`config.mk`:
```
export PLATFORM = sky130hd
export DESIGN_NAME = uart_tx_frame_sequencer
export DESIGN_NICKNAME = d
export VERILOG_FILES = /design/src/rtl/uart_tx_frame_sequencer.sv
export SDC_FILE = /design/constraint.sdc
export NUM_CORES = 1
export LEC_CHECK = 0
export ABC_AREA = 1
export CAP_MARGIN = 20
export CELL_PAD_IN_SITES_DETAIL_PLACEMENT = 1
export CELL_PAD_IN_SITES_GLOBAL_PLACEMENT = 1
export CORE_ASPECT_RATIO = 0.75
export CORE_MARGIN = 3
export CORE_UTILIZATION = 42
export CTS_CLUSTER_SIZE = 28
export DETAILED_ROUTE_END_ITERATION = 16
export PLACE_DENSITY = 0.82
export SLEW_MARGIN = 15
export SYNTH_ARGS = -nofsm -noshare
export SYNTH_HDL_FRONTEND = slang
export SYNTH_SLANG_ARGS = --single-unit
```
`constraint.sdc`:
```
create_clock -name clk -period 3.3 [get_ports clk]
set_input_delay 0.66 -clock clk [delete_from_list [all_inputs] [get_ports clk]]
set_output_delay 0.66 -clock clk [all_outputs]
set_load 0.1 [all_outputs]
```
`src/rtl/uart_tx_frame_sequencer.sv`:
```
// uart_tx_frame_sequencer
// Transmit-side UART frame controller. Accepts one word per valid/ready
// handshake, latches the frame configuration with it, and serialises
// start, data (LSB first), optional parity and one or two stop bits on tx.
//
// Optional feature macro: UART_TX_BREAK_EN adds the sendBreak input and a
// BREAK state that holds tx low for (frame length + 1) bit periods.
//
// Ports:
//   clk, reset           clock, asynchronous active-low reset
//   cfgDataBits          data bits 5..8 (other values mean 8)
//   cfgParityEnable      insert parity bit
//   cfgParityOdd         0 even, 1 odd parity
//   cfgTwoStop           0 one stop bit, 1 two stop bits
//   cfgOverSample13      0 16 ticks per bit, 1 13 ticks per bit
//   cfgBaudDivisor       clocks per oversample tick (0 means 1)
//   txData/txValid/txReady  word input handshake
//   tx                   registered serial line, idle high
//   busy                 frame (or break) in progress
//   frameDone            one-cycle pulse after the last bit completes
//   sendBreak            break request (UART_TX_BREAK_EN only)
//   dbgState             current FSM state for observation
//
// Handshake: a word (or break) is taken on a rising edge where txValid (or
// sendBreak) and txReady are both high; txReady is high only in IDLE and
// does not depend on txValid.
module uart_tx_frame_sequencer #(
   parameter int DATA_WIDTH = 8,
   parameter int DIV_WIDTH  = 16
) (
   input  logic                  clk,
   input  logic                  reset,
   input  logic [3:0]            cfgDataBits,
   input  logic                  cfgParityEnable,
   input  logic                  cfgParityOdd,
   input  logic                  cfgTwoStop,
   input  logic                  cfgOverSample13,
   input  logic [DIV_WIDTH-1:0]  cfgBaudDivisor,
   input  logic [DATA_WIDTH-1:0] txData,
   input  logic                  txValid,
   output logic                  txReady,
   output logic                  tx,
   output logic                  busy,
   output logic                  frameDone,
`ifdef UART_TX_BREAK_EN
   input  logic                  sendBreak,
`endif
   output logic [2:0]            dbgState
);

   typedef enum logic [2:0] {
      S_IDLE,
      S_START,
      S_DATA,
      S_PARITY,
      S_STOP1,
      S_STOP2
`ifdef UART_TX_BREAK_EN
      , S_BREAK
`endif
   } state_t;

   state_t               state_q, state_d;
   logic [7:0]           data_q, data_d;
   logic [3:0]           bits_q, bits_d;
   logic                 par_en_q, par_en_d;
   logic                 par_q, par_d;
   logic                 two_q, two_d;
   logic                 os13_q, os13_d;
   logic [DIV_WIDTH-1:0] div_q, div_d;
   logic [DIV_WIDTH-1:0] div_cnt_q, div_cnt_d;
   logic [3:0]           os_cnt_q, os_cnt_d;
   logic [3:0]           bit_idx_q, bit_idx_d;
   logic                 tx_q, tx_d;
   logic                 done_q, done_d;
`ifdef UART_TX_BREAK_EN
   logic [3:0]           brk_last_q, brk_last_d;
`endif

   logic                 tick, bit_end;
   logic [3:0]           bits_in;
   logic [7:0]           mask_in;

   // Decode the requested width; anything outside 5..8 is a full byte.
   always_comb begin
      bits_in = 4'd8;
      mask_in = 8'hFF;
      case (cfgDataBits)
         4'd5: begin bits_in = 4'd5; mask_in = 8'h1F; end
         4'd6: begin bits_in = 4'd6; mask_in = 8'h3F; end
         4'd7: begin bits_in = 4'd7; mask_in = 8'h7F; end
         default: ;
      endcase
   end

   always_comb begin
      state_d   = state_q;
      data_d    = data_q;
      bits_d    = bits_q;
      par_en_d  = par_en_q;
      par_d     = par_q;
      two_d     = two_q;
      os13_d    = os13_q;
      div_d     = div_q;
      div_cnt_d = div_cnt_q;
      os_cnt_d  = os_cnt_q;
      bit_idx_d = bit_idx_q;
      done_d    = 1'b0;
      tx_d      = 1'b1;
`ifdef UART_TX_BREAK_EN
      brk_last_d = brk_last_q;
`endif

      tick    = (div_cnt_q == (div_q - DIV_WIDTH'(1)));
      bit_end = tick && (os_cnt_q == (os13_q ? 4'd12 : 4'd15));

      // Tick generator runs only while a frame is active; it wraps to zero
      // on the last bitEnd, so it is already clear when IDLE is reached.
      if (state_q != S_IDLE) begin
         div_cnt_d = tick ? '0 : div_cnt_q + DIV_WIDTH'(1);
         if (tick) os_cnt_d = bit_end ? 4'd0 : os_cnt_q + 4'd1;
      end

      case (state_q)
         S_IDLE: begin
`ifdef UART_TX_BREAK_EN
            if (sendBreak || txValid) begin
`else
            if (txValid) begin
`endif
               data_d    = txData[7:0];
               bits_d    = bits_in;
               par_en_d  = cfgParityEnable;
               par_d     = (^(txData[7:0] & mask_in)) ^ cfgParityOdd;
               two_d     = cfgTwoStop;
               os13_d    = cfgOverSample13;
               div_d     = (cfgBaudDivisor == '0) ? DIV_WIDTH'(1) : cfgBaudDivisor;
               div_cnt_d = '0;
               os_cnt_d  = 4'd0;
               bit_idx_d = 4'd0;
               state_d   = S_START;
`ifdef UART_TX_BREAK_EN
               // Break length in bits is frame length + 1; store the last index.
               brk_last_d = bits_in + {3'd0, cfgParityEnable} + (cfgTwoStop ? 4'd2 : 4'd1) + 4'd1;
               if (sendBreak) state_d = S_BREAK;
`endif
            end
         end
         S_START: if (bit_end) state_d = S_DATA;
         S_DATA: begin
            if (bit_end) begin
               if (bit_idx_q == bits_q - 4'd1) state_d = par_en_q ? S_PARITY : S_STOP1;
               else                            bit_idx_d = bit_idx_q + 4'd1;
            end
         end
         S_PARITY: if (bit_end) state_d = S_STOP1;
         S_STOP1: begin
            if (bit_end) begin
               state_d = two_q ? S_STOP2 : S_IDLE;
               done_d  = ~two_q;
            end
         end
         S_STOP2: begin
            if (bit_end) begin
               state_d = S_IDLE;
               done_d  = 1'b1;
            end
         end
`ifdef UART_TX_BREAK_EN
         S_BREAK: begin
            // bit_idx counts elapsed break bit periods.
            if (bit_end) begin
               if (bit_idx_q == brk_last_q) begin
                  state_d = S_IDLE;
                  done_d  = 1'b1;
               end else begin
                  bit_idx_d = bit_idx_q + 4'd1;
               end
            end
         end
`endif
         default: state_d = S_IDLE;
      endcase

      // tx is registered from the next state so it changes on the same edge.
      case (state_d)
         S_START:  tx_d = 1'b0;
         S_DATA:   tx_d = data_d[bit_idx_d[2:0]];
         S_PARITY: tx_d = par_d;
`ifdef UART_TX_BREAK_EN
         S_BREAK:  tx_d = 1'b0;
`endif
         default:  tx_d = 1'b1;
      endcase
   end

   always_ff @(posedge clk or negedge reset) begin
      if (!reset) begin
         state_q   <= S_IDLE;
         data_q    <= '0;
         bits_q    <= 4'd8;
         par_en_q  <= 1'b0;
         par_q     <= 1'b0;
         two_q     <= 1'b0;
         os13_q    <= 1'b0;
         div_q     <= DIV_WIDTH'(1);
         div_cnt_q <= '0;
         os_cnt_q  <= 4'd0;
         bit_idx_q <= 4'd0;
         tx_q      <= 1'b1;
         done_q    <= 1'b0;
`ifdef UART_TX_BREAK_EN
         brk_last_q <= 4'd0;
`endif
      end else begin
         state_q   <= state_d;
         data_q    <= data_d;
         bits_q    <= bits_d;
         par_en_q  <= par_en_d;
         par_q     <= par_d;
         two_q     <= two_d;
         os13_q    <= os13_d;
         div_q     <= div_d;
         div_cnt_q <= div_cnt_d;
         os_cnt_q  <= os_cnt_d;
         bit_idx_q <= bit_idx_d;
         tx_q      <= tx_d;
         done_q    <= done_d;
`ifdef UART_TX_BREAK_EN
         brk_last_q <= brk_last_d;
`endif
      end
   end

   assign txReady   = (state_q == S_IDLE);
   assign busy      = (state_q != S_IDLE);
   assign tx        = tx_q;
   assign frameDone = done_q;
   assign dbgState  = state_q;

endmodule

```
; Word-level counts from Yosys, hierarchy flattened
; Index checks and enable logic that the tools add are counted.
[totals]
reg_bits = 61
in_bits = 35
output_inout_bits = 7
elab_cells = 85
[classes]
add_sub_neg = 5
order_cmp = 1
eq_ne = 17
n_mux = 37
bitwise = 3
reduce_logical = 8
[op_table]
columns = cell, n
row1 = 16-bit 2-to-1 mux, 5
row2 = 4-bit 2-to-1 mux, 8
row3 = 3-bit 2-to-1 mux, 9
row4 = 8-bit one-hot mux with 3 select lines, 1
row5 = 3-bit one-hot mux with 6 select lines, 1
row6 = "16-bit by 1-bit adder with 16-bit output, second input constant", 1
row7 = 16-bit equality test, 1
row8 = 16-bit logical NOT, 1
row9 = 8-bit 2-to-1 mux, 2
row10 = "16-bit by 1-bit subtractor with 16-bit output, second input constant", 1
row11 = "3-bit by 2-bit equality test with 1-bit output, second input constant", 4
row12 = "4-bit by 3-bit equality test with 1-bit output, second input constant", 3
row13 = 4-bit one-hot mux with 3 select lines, 1
row14 = "4-bit by 1-bit adder with 4-bit output, second input constant", 2
row15 = 8-bit AND, 1
row16 = 4-bit equality test, 2
row17 = 4-bit one-hot mux with 2 select lines, 1
row18 = 8-bit XOR reduction, 1
row19 = "3-bit by 1-bit equality test with 1-bit output, second input constant", 2
row20 = "3-bit equality test, second input constant", 2
row21 = "2-bit inequality test, second input constant", 3
row22 = 1-bit 2-to-1 mux, 5
row23 = "3-bit by 4-bit less-than comparator with 1-bit output, second input constant", 1
row24 = 4-bit AND reduction, 1
row25 = other kinds (12), 12

; Longest topological paths before layout
; Gate-level depths: netlist of run 1.
[logic_depth]
word_depth = 8
ltp_mapped = 22
mapped_depth_nobuf = 21

; Least setup slack after synthesis of run 1
; Ideal clock, no wire load.
[synth_timing]
path_kind = reg-to-reg
start = register state_q[0], in the netlist dbgState[0]
end = register div_cnt_q[14]
setup_time_ps = 120
arrival_ps = 3473
required_time_ps = 3180
path_slack_ps = -293
path_stages_with_launch = 17
n_path_buf = 1
synth_period_minus_slack_ps = 3593
path_cell_list = dfrtp_1 -> buf_2 -> nor2_1 -> nand2_2 -> inv_2 -> nor3_1 -> inv_1 -> nor3_1 -> nand2_1 -> inv_1 -> nand3_1 -> nor3_1 -> nand3_1 -> nor2_1 -> a21oi_1 -> o21ai_0 -> inv_1
[synth_via]
elab_chain_cells = 4
word_cells_on_any_way = 5
classes_between = mux (3) / reduce/logical (2)
[synth_rtl]
columns = item, line
row1 = "start, declared", 63  ; state_t state_q, state_d;
row2 = "start signal, assigned", 216  ; state_q <= state_d;
row3 = 3-bit nonzero test *, -
row4 = via busy, 43  ; output logic busy,
row5 = 16-bit 2-to-1 mux *, 119  ; if (state_q != S_IDLE) begin
row6 = 16-bit 2-to-1 mux, 129  ; if (txValid) begin
row7 = 16-bit 2-to-1 mux *, 124  ; case (state_q)
row8 = via div_cnt_d[14], 71  ; logic [DIV_WIDTH-1:0] div_cnt_q, div_cnt_d;
row9 = "end signal, assigned", 224  ; div_cnt_q <= div_cnt_d;
row10 = "end, declared", 71
; Mark *: on every way through the listed nets, which the timed path passes. The rest lies on a longest branch.
; A chain may end at the register's enable or synchronous reset.

; Worst setup path after layout of run 1
[layout_timing]
start = register div_q[0]
end = register div_cnt_q[15]
[layout_via]
elab_chain_cells = 6
[layout_rtl]
columns = item, line
row1 = "start, declared", 70  ; logic [DIV_WIDTH-1:0] div_q, div_d;
row2 = "start signal, assigned", 223  ; div_q <= div_d;
row3 = 16-bit by 1-bit subtractor with 16-bit output *, 114  ; tick = (div_cnt_q == (div_q - DIV_WIDTH'(1)));
row4 = 16-bit equality test *, 114
row5 = 16-bit 2-to-1 mux *, 120  ; div_cnt_d = tick ? '0 : div_cnt_q + DIV_WIDTH'(1);
row6 = 16-bit 2-to-1 mux *, 119
row7 = 16-bit 2-to-1 mux, 129
row8 = 16-bit 2-to-1 mux *, 124
row9 = via div_cnt_d[15], 71
; Marked as above.

==> flow_metrics.env, run 1 <==
export IMPL_num_rows=31
export IMPL_timing_final_crit_share_pct=88.25
export IMPL_rsz0062_at_grt="no"
export IMPL_cts_buffers=9
export IMPL_grt_use_total_pct=23.40
export IMPL_finalSetupViolCount=0
export IMPL_cp_startpoint="div_q[0]"
export IMPL_finalPower_uw=1791
export IMPL_setup_tns_ns=0
export IMPL_path_class="register to register"
export IMPL_grt_pass1_vias=4225
export IMPL_syn_avg_cell_area_um2=7.302
export IMPL_arrival_ns=3.16
export IMPL_clkLatencyLatePin_ns=0.33
export IMPL_fin_ws_ns=0.3879
export IMPL_syn2layout_area_growth_pct=19.83
export IMPL_synth_common_cells="nand2_1, inv_1, dfrtp_1"
export IMPL_path_max_fanout=11
export IMPL_syn_area_um2=4228
export IMPL_chipWidth_um=121.9
export IMPL_die_h_um=92.89
export IMPL_cts_clk_slew_worst_paths_ns=0.06
export IMPL_synth_cells=579
export IMPL_power_density_nw_per_um2=353.5
export IMPL_die_area_um2=11320
export IMPL_ys_ff_latch=61
export IMPL_maxSlewViolCount=0
export IMPL_yosysMostFrequentCell="nand2_1"
export IMPL_seq_area_frac_synth_pct=36.19
export IMPL_place_gp_congestion=0.8926
export IMPL_crit_path_start_kind="register"
export IMPL_grt_ovfl_total=0
export IMPL_drtIter0Drc=215
export IMPL_yosysUniqueCellTypes=46
export IMPL_postRouteAntennaNets=0
export IMPL_cp_required_ns=3.55
export IMPL_clock_skew_ns=0.009575
export IMPL_pin_count=42
export IMPL_synth_edff_count=0
export IMPL_grt_pass1_wl_um=20900
export IMPL_end_kind="register"
export IMPL_yosys_top_cells_area="dfrtp_1, nand2_1, inv_1, nand3_1, o21ai_0"
export IMPL_hold_buffers=0
export IMPL_max_slew_margin_pct=38.96
export IMPL_core_area_um2=9736
export IMPL_post_cts_buffers=0
export IMPL_finalCriticalPeriod_ns=2.912
export IMPL_drv_cap=0
export IMPL_fmax_ghz=0.3434
export IMPL_dpl_hpwl_um=9943
export IMPL_wl_um=12510
export IMPL_syn_nets=619
export IMPL_reg2reg_depth=14
export IMPL_ctsResizeCount=0
export IMPL_worstMarginPinSlew_ns=0.9086
export IMPL_drive_gt1_share_pct=14.60
export IMPL_synth_flop_cell="dfrtp_1"
export IMPL_antenna_found_initial=0
export IMPL_hold_class="input port to async pin"
export IMPL_p_leak_uw=0.002667
export IMPL_post_place_ws_ns=0.5033
export IMPL_ys_warn_count=0
export IMPL_clock_sinks=61
export IMPL_nets=665
export IMPL_outcome="finished, final reports clean"
export IMPL_clock_path_buffers=2
export IMPL_viasPerCell=5.202
export IMPL_finalHoldViolations=0
export IMPL_final_util_pct=52.04
export IMPL_wl_per_cell_um=16.42
export IMPL_drt_pre_antenna_iters=4
export IMPL_initial_utilization_pct=43.43
export IMPL_rr_startpoint="div_q[0]"
export IMPL_synth_top_area_share_pct=34.33
export IMPL_cts_tree="done"
export IMPL_cts_htree_levels=3
export IMPL_synth_top_cell_by_area="dfrtp_1"
export IMPL_drc=0
export IMPL_synthArstFlopShare_pct=100.0
export IMPL_cts_root_buf="clkbuf_16"
export IMPL_ir_drop_v=0.0002247
export IMPL_grt_start_max_net_pins=62
export IMPL_num_vias=3964
export IMPL_io_buffers=41
export IMPL_n_antenna_cell=0
[routing by layer]
| layer | part of all wire (%) | GRT usage, % | wire, um | vias up |
|---|---|---|---|---|
| met4 | 0.76 | 4.104 | 95 | 0 |
| li1 | - | - | - | 1949 |
| met2 | 46 | 37.68 | 5737 | 69 |
| met3 | 4.8 | 3.968 | 596 | 9 |
| met5 | 0 | 0 | 0 | - |
| met1 | 49 | 33.42 | 6083 | 1937 |
[worst max-delay path, stage by stage (launching register included)]
cell     delay, ns
dfstp_2       0.38
inv_1         0.15
ha_1          0.30
nand2_1       0.10
nor2_1        0.21
nand3_1       0.16
nor4_1        0.29
a21oi_1       0.13
nor3b_1       0.15
and3_1        0.17
nand2_1       0.09
nand2_1       0.12
inv_1         0.29
o21ai_0       0.15
a21oi_1       0.14
[path summary, 6_finish.rpt]
| path | slack [ns] | end |
|---|---|---|
| setup / recovery | 0.39 | div_cnt_q[15] |
| hold / removal | 0.50 | frameDone |
| setup reg to reg | 0.39 | div_cnt_q[15] |
| hold reg to reg | 0.52 | frameDone |
| max in group asynchronous | 2.25 | dbgState[0] |
| min in group clk | 0.52 | frameDone |
[layout by cell type (no fill, tap or decap), drive strengths merged]
master and n:
a22oi 1, a2111oi 2, o22ai 1, clkinv 2, buf 12, o31ai 1, bufinv 1, o21ai 41
xor2 17, clkinvlp 3, xnor2 12, nor3b 2, a21oi 13, o211a 1, nor2 50, a32o 1
dfstp 3, o21a 1, clkbuf 10, dfrtp 58, nand4 9, inv 95, nor3 10, nor4 5
nand3b 5, nand3 56, o211ai 3, nand2 165, and3 2, or2 8, clkdlybuf4s50 33, o32ai 1
a211oi 1, ha 5
[sequential cells by signal, indices dropped and copies added (netlist names)]
signal	count
two_q	1
data_q	8
div_q	16
par_q	1
dbgState	3
par_en_q	1
div_cnt_q	16
frameDone	1
os_cnt_q	4
os13_q	1
bit_idx_q	4
tx	1
bits_q	4
[report_power, final]
part           leakage, uW  internal (uW)  switching (uW)
clock network     0.000140            602             354
registers         0.000737            749           0.141
logic              0.00179           47.0            39.3
[per-stage QoR]
stage	instance area [um2]	hold WS, ns	std cells
detailed placement	4765	0.5056	746
global route	5066	0.5371	762
floorplan	4232	0.3644	579
global placement	4765	0.4845	746
CTS	5066	0.5175	762
finish	5066	0.5027	762
[cells by family after synthesis]
| logic type | Yosys count | share of synthesized area, % |
|---|---|---|
| fa+ha+maj | 5 | 1.480 |
| xor+xnor | 29 | 6.008 |
| simple gates | 312 | 37.56 |
| compound gates | 67 | 9.086 |
| buf+inv | 105 | 9.677 |
| flops | 61 | 36.19 |
[layout make-up]
| class | count | area, um2 |
|---|---|---|
| fillers | 1252 | 4669 |
| clock inverters | 6 | 62.56 |
| flip-flops and latches | 61 | 1534 |
| inverters | 95 | 359.1 |
| well taps | 132 | 165.2 |
| clock buffers | 10 | 239.0 |
| multi-input cells | 413 | 2288 |
| repair buffers | 45 | 417.9 |
Power figures use the tool's default switching activity.
==> inputs of run 2 (changes only) <==
Settings changed: ABC_AREA 1 to not set, CORE_UTILIZATION 42 to 43, SLEW_MARGIN 15 to 20.
==> run 2 against run 1 <==
Setup slack worse by 0.31 ns. Cell area fell by 5.9%. Area after synthesis down 12%. Final cell count down 22%. Via count fell by 13%. Sequential power barely moved. Maximum frequency shrank 9.6%. Register-to-register slack worse by 0.31 ns. Worst hold slack got worse by 0.079 ns. First-iteration DRC count fell by 0.47%. Global-route usage decreased by 0.85 points. Largest power group unchanged.
==> flow_metrics.env, run 2 <==
export IMPL_finalHoldViolations=0
export IMPL_setup_tns_ns=0
export IMPL_clock_path_buffers=2
export IMPL_grt_start_max_net_pins=35
export IMPL_clkLatencyLatePin_ns=0.33
export IMPL_syn_area_um2=3731
export IMPL_regArea_um2=1540
export IMPL_n_antenna_cell=0
export IMPL_maxSlewViolCount=0
export IMPL_end_kind="register"
export IMPL_io_buffers=41
export IMPL_place_inst=573
export IMPL_cp_required_ns=3.51
export IMPL_outcome="finished, final reports clean"
export IMPL_finalCriticalPeriod_ns=3.220
export IMPL_synth_cells=425
export IMPL_fillerInstances=942
export IMPL_p_comb_share_pct=5.2
export IMPL_path_max_fanout=5
export IMPL_yosysUniqueCellTypes=66
export IMPL_p_clk_share_pct=51.4
export IMPL_final_cells=597
export IMPL_wl_per_cell_um=18.24
export IMPL_p_int_uw=1368
export IMPL_timing_final_crit_share_pct=97.57
export IMPL_drt_pre_antenna_iters=4
export IMPL_grt_ovfl_total=0
export IMPL_cts_root_buf="clkbuf_16"
export IMPL_seq_power_share_pct=43.4
export IMPL_dpl_hpwl_um=7838
export IMPL_wl_um=10890
export IMPL_switching_power_uw=358.6
export IMPL_power_density_nw_per_um2=362.2
export IMPL_chipWidth_um=113.6
export IMPL_viasPerCell=5.772
export IMPL_seq_area_frac_synth_pct=41.01
export IMPL_drc=0
export IMPL_layout_common_cells="nand2_1, dfrtp_1, clkdlybuf4s50_1"
export IMPL_reg_top3="div_cnt_q (16), div_q (16), data_q (8)"
export IMPL_die_h_um=86.67
export IMPL_cts_buffers=9
export IMPL_antenna_found_initial=0
export IMPL_nets=527
export IMPL_postRouteAntennaNets=0
export IMPL_grt_pass1_wl_um=17480
export IMPL_cts_htree_levels=3
export IMPL_ys_warn_count=0
export IMPL_timing_hold_ws_ns=0.4233
export IMPL_syn_nets=465
export IMPL_synth_edff_count=0
export IMPL_syn2layout_area_growth_pct=27.77
export IMPL_grt_pass1_vias=3472
export IMPL_hold_buffers=0
export IMPL_dpl_instance_area_um2=4349
export IMPL_drive_gt1_share_pct=17.28
export IMPL_die_area_um2=9842
export IMPL_drtIter0Drc=214
export IMPL_p_leak_uw=0.002122
export IMPL_pin_count=42
export IMPL_place_gp_congestion=0.9093
export IMPL_multi_input_area_um2=2165
export IMPL_ys_ff_latch=61
export IMPL_yosysMostFrequentCell="nand2_1"
export IMPL_synth_common_cells="nand2_1, dfrtp_1, nor2_1"
export IMPL_cts_clk_slew_worst_paths_ns=0.06
export IMPL_arrival_ns=3.43
export IMPL_syn_avg_cell_area_um2=8.779
export IMPL_synth_top_area_share_pct=38.90
export IMPL_final_cell_area_um2=4767
export IMPL_core_area_um2=8163
export IMPL_worstMarginPinSlew_ns=0.8194
export IMPL_yosys_top_cells_area="dfrtp_1, nand2_1, xnor2_1, xor2_1, nor2_1"
export IMPL_synth_flop_cell="dfrtp_1"
export IMPL_num_rows=28
export IMPL_synthArstFlopShare_pct=100.0
export IMPL_synth_top_cell_by_area="dfrtp_1"
export IMPL_initial_utilization_pct=45.71
export IMPL_ir_drop_v=0.0002677
export IMPL_grt_use_total_pct=22.55
export IMPL_hold_class="input port to async pin"
export IMPL_final_util_pct=58.40
export IMPL_clock_sinks=61
export IMPL_crit_path_start_kind="register"
export IMPL_num_vias=3446
export IMPL_drv_cap=0
export IMPL_cts_tree="done"
export IMPL_fmax_ghz=0.3106
export IMPL_max_slew_margin_pct=45.37
export IMPL_path_class="register to register"
export IMPL_finalSetupViolCount=0
export IMPL_netSwitchingFraction_pct=20.76
export IMPL_final_common_cell="nand2_1"
export IMPL_clock_skew_ns=0.008694
## run 2: cell count changes in the layout (fill, tap and decap cells not counted), sizes merged, moves of 7 or more
| cell | before | now |
|---|---|---|
| xnor2 | 12 | 27 |
| buf | 12 | 33 |
| o21ai | 41 | 17 |
| or4 | 0 | 7 |
| inv | 95 | 14 |
| nor2 | 50 | 31 |
| nand3 | 56 | 16 |
| a21o | 0 | 7 |
| nand2 | 165 | 101 |
## run 2: path summary, 6_finish.rpt
path                                 from  cells after the start           end  slack [ns]
max in group asynchronous           reset                      2     bits_q[3]        2.17
worst max-delay path             div_q[1]                     13  bit_idx_q[3]        0.08
min in group clk                data_q[3]                      2     data_q[3]        0.47
worst min register to register  data_q[3]                      2     data_q[3]        0.47
worst min-delay path                reset                      1  div_cnt_q[3]        0.42
worst max register to register   div_q[1]                     13  bit_idx_q[3]        0.08
## run 2: critical path, stage by stage (launching register included)
cell and delay [ns]:
dfrtp_1 0.42, inv_2 0.08, ha_1 0.15, or3b_4 0.38, or4_4 0.51, or2_4 0.26, a21boi_4 0.21, nand4_4 0.17
buf_4 0.19, nor2_1 0.08, nor2_1 0.06, nor3_1 0.34, xnor2_1 0.18, nor2_1 0.07
## run 2: area by class of cell
cell class | count | area share [%]
inverter | 15 | 1.260
sequential | 61 | 32.31
multi-input combinational | 334 | 45.41
timing repair buffer | 66 | 12.34
clock buffer | 15 | 5.827
clock inverter | 1 | 0.1050
tap | 105 | 2.756
## run 2: power by group through the flow
stage,clock network [uW],registers (uW),logic (uW)
final,887,749,90.0
after global routing,948,748,98.0
after CTS,906,749,91.6
after detailed placement,0,762,91.0
after global placement,0,762,89.1
after floorplan,0,762,21.2
## run 2: cell families (layout without fill, tap and decap cells)
| logic type | after synthesis | after routing | synth area share (%) |
|---|---|---|---|
| and+or+nand+nor | 210 | 211 | 27.83 |
| AOI/OAI and AO/OA | 66 | 66 | 13.31 |
| DFF | 61 | 61 | 41.01 |
| xor gates and xnor gates | 46 | 46 | 10.80 |
| buffers and inverters | 31 | 97 | 3.655 |
| muxes | 6 | 6 | 1.710 |
| adders and majority gates | 5 | 5 | 1.677 |
## run 2: timing repair
action | 4_1_cts | 5_1_grt
pin swaps | 2 | 6
setup endpoints to repair | 1 | 2
resized for setup | 4 | 12
cloned | 1 | 0
buffers inserted | 3 | 4
## run 2: stage by stage
stage	power [uW]	setup slack (ns)
5_1_grt	1795	-0.06742
4_1_cts	1747	0.007695
3_5_place_dp	852.7	-0.1169
3_3_place_gp	850.8	0.08625
6_report	1727	0.08006
2_1_floorplan	783.1	0.07649
## run 2: metal layers
metal  wire [um]  GRT usage, %
met5           0             0
met4         155         6.550
met3         595         5.304
met2        4856         34.37
met1        5284         32.08
==> inputs of run 3 (changes only) <==
Settings changed: CAP_MARGIN 20 to 0, CORE_UTILIZATION 43 to 40, PLACE_DENSITY 0.82 to 0.77.
==> run 3 against run 2 <==
Clock skew barely moved. First-iteration DRC count down 20%. Combinational power is 2% lower. Critical endpoint is now tx. Largest cell class unchanged.
==> flow_metrics.env, run 3 (same netlist as run 2, synthesis figures left out) <==
export IMPL_initial_utilization_pct=42.67
export IMPL_drtIter0Drc=171
export IMPL_power_density_nw_per_um2=351.1
export IMPL_cts_buffers=9
export IMPL_max_slew_margin_pct=46.68
export IMPL_die_h_um=89.64
export IMPL_finalPower_uw=1683
export IMPL_arrival_ns=3.50
export IMPL_finalSetupViolCount=0
export IMPL_core_area_um2=8745
export IMPL_wl_per_cell_um=17.23
export IMPL_maxSlewViolCount=0
export IMPL_grt_pass1_wl_um=17000
export IMPL_num_vias=3365
export IMPL_ir_drop_v=0.0003288
export IMPL_p_leak_uw=0.002142
export IMPL_antenna_found_initial=0
export IMPL_setup_tns_ns=0
export IMPL_die_area_um2=10530
export IMPL_cp_required_ns=3.55
export IMPL_fmax_ghz=0.3071
export IMPL_grt_start_max_net_pins=34
export IMPL_wl_um=10650
export IMPL_drt_pre_antenna_iters=4
export IMPL_cts_clk_slew_worst_paths_ns=0.05
export IMPL_layout_common_cells="nand2_1, dfrtp_1, clkdlybuf4s50_1"
export IMPL_clock_sinks=61
export IMPL_drc=0
export IMPL_crit_path_start_kind="register"
export IMPL_place_gp_congestion=0.8887
export IMPL_clock_path_buffers=2
export IMPL_timing_hold_ws_ns=0.3611
export IMPL_pin_count=42
export IMPL_final_common_cell="nand2_1"
export IMPL_n_antenna_cell=0
export IMPL_chipWidth_um=117.5
export IMPL_finalHoldViolations=0
export IMPL_syn2layout_area_growth_pct=28.44
export IMPL_drv_cap=0
export IMPL_postRouteAntennaNets=0
export IMPL_worstMarginPinSlew_ns=0.7914
export IMPL_num_rows=29
export IMPL_path_class="register to register"
export IMPL_cts_root_buf="clkbuf_16"
export IMPL_nets=529
export IMPL_cts_tree="done"
export IMPL_viasPerCell=5.445
export IMPL_clkLatencyLatePin_ns=0.34
export IMPL_hold_class="input port to async pin"
export IMPL_drive_gt1_share_pct=17.81
export IMPL_fin_ws_ns=0.04378
export IMPL_io_buffers=41
export IMPL_finalCriticalPeriod_ns=3.256
export IMPL_hold_buffers=0
export IMPL_clock_skew_ns=0.008560
export IMPL_grt_use_total_pct=20.33
export IMPL_grt_ovfl_total=0
export IMPL_post_place_ws_ns=-0.03258
export IMPL_cts_htree_levels=3
export IMPL_timing_final_crit_share_pct=98.67
export IMPL_end_kind="register"
export IMPL_grt_pass1_vias=3296
export IMPL_reg_top3="div_cnt_q (16), div_q (16), data_q (8)"
export IMPL_path_max_fanout=7
export IMPL_dpl_hpwl_um=7657
export IMPL_outcome="finished, final reports clean"
## run 3: final cells by class
| class | count | area, um2 |
|---|---|---|
| clock buffers | 14 | 254.0 |
| clock inverters | 2 | 10.01 |
| fillers | 1022 | 3953 |
| inverters | 15 | 60.06 |
| multi-input cells | 334 | 2157 |
| flip-flops and latches | 61 | 1540 |
| well taps | 124 | 155.1 |
| repair buffers | 68 | 615.6 |
## run 3: layer usage
layer	up-vias	part of all wire, %	track usage, %
met2	85	43	31.03
met4	0	2.0	4.681
met5	-	0	0
li1	1615	-	-
met3	16	4.9	5.573
met1	1649	50	29.12
## run 3: power breakdown
part / total, uW / internal, uW / switching, uW
Combinational: 88.2 / 50.5 / 37.7
Clock: 845 / 526 / 319
Sequential: 749 / 749 / 0
Total: 1680 / 1330 / 357
## run 3: worst paths after layout
check	startpoint	endpoint	slack [ns]	cells after the start
max in group asynchronous	reset	bits_q[3]	2.25	2
min reg2reg	os_cnt_q[3]	os_cnt_q[3]	0.48	1
max reg2reg	div_q[2]	tx	0.04	12
min in group clk	os_cnt_q[3]	os_cnt_q[3]	0.48	1
max	div_q[2]	tx	0.04	12
min	reset	div_cnt_q[8]	0.36	1
## run 3: what timing repair did
action                     4_1_cts  5_1_grt
resized for setup                2       14
pin swaps                        2        5
cloned                           1        0
setup buffers                    3        5
setup endpoints to repair        1        3
## run 3: worst max-delay path, cell delays in order (launching register included)
cell and delay [ns]:
dfrtp_2 0.45, buf_4 0.16, or3b_4 0.42, or4_4 0.45
or2_4 0.29, a21boi_4 0.23, nand4_4 0.17, o21ai_2 0.15
a21o_1 0.15, inv_1 0.09, a2111oi_2 0.37, buf_4 0.18
a41oi_2 0.03
## run 3: stage by stage
| stage | util, % | area, um2 | instances |
|---|---|---|---|
| detailed placement | 50.24 | 4393 | 593 |
| CTS | 53.76 | 4701 | 613 |
| finish | 54.80 | 4792 | 618 |
| global route | 54.80 | 4792 | 618 |
| floorplan | - | 3760 | 425 |
| global placement | 50.24 | 4393 | 593 |
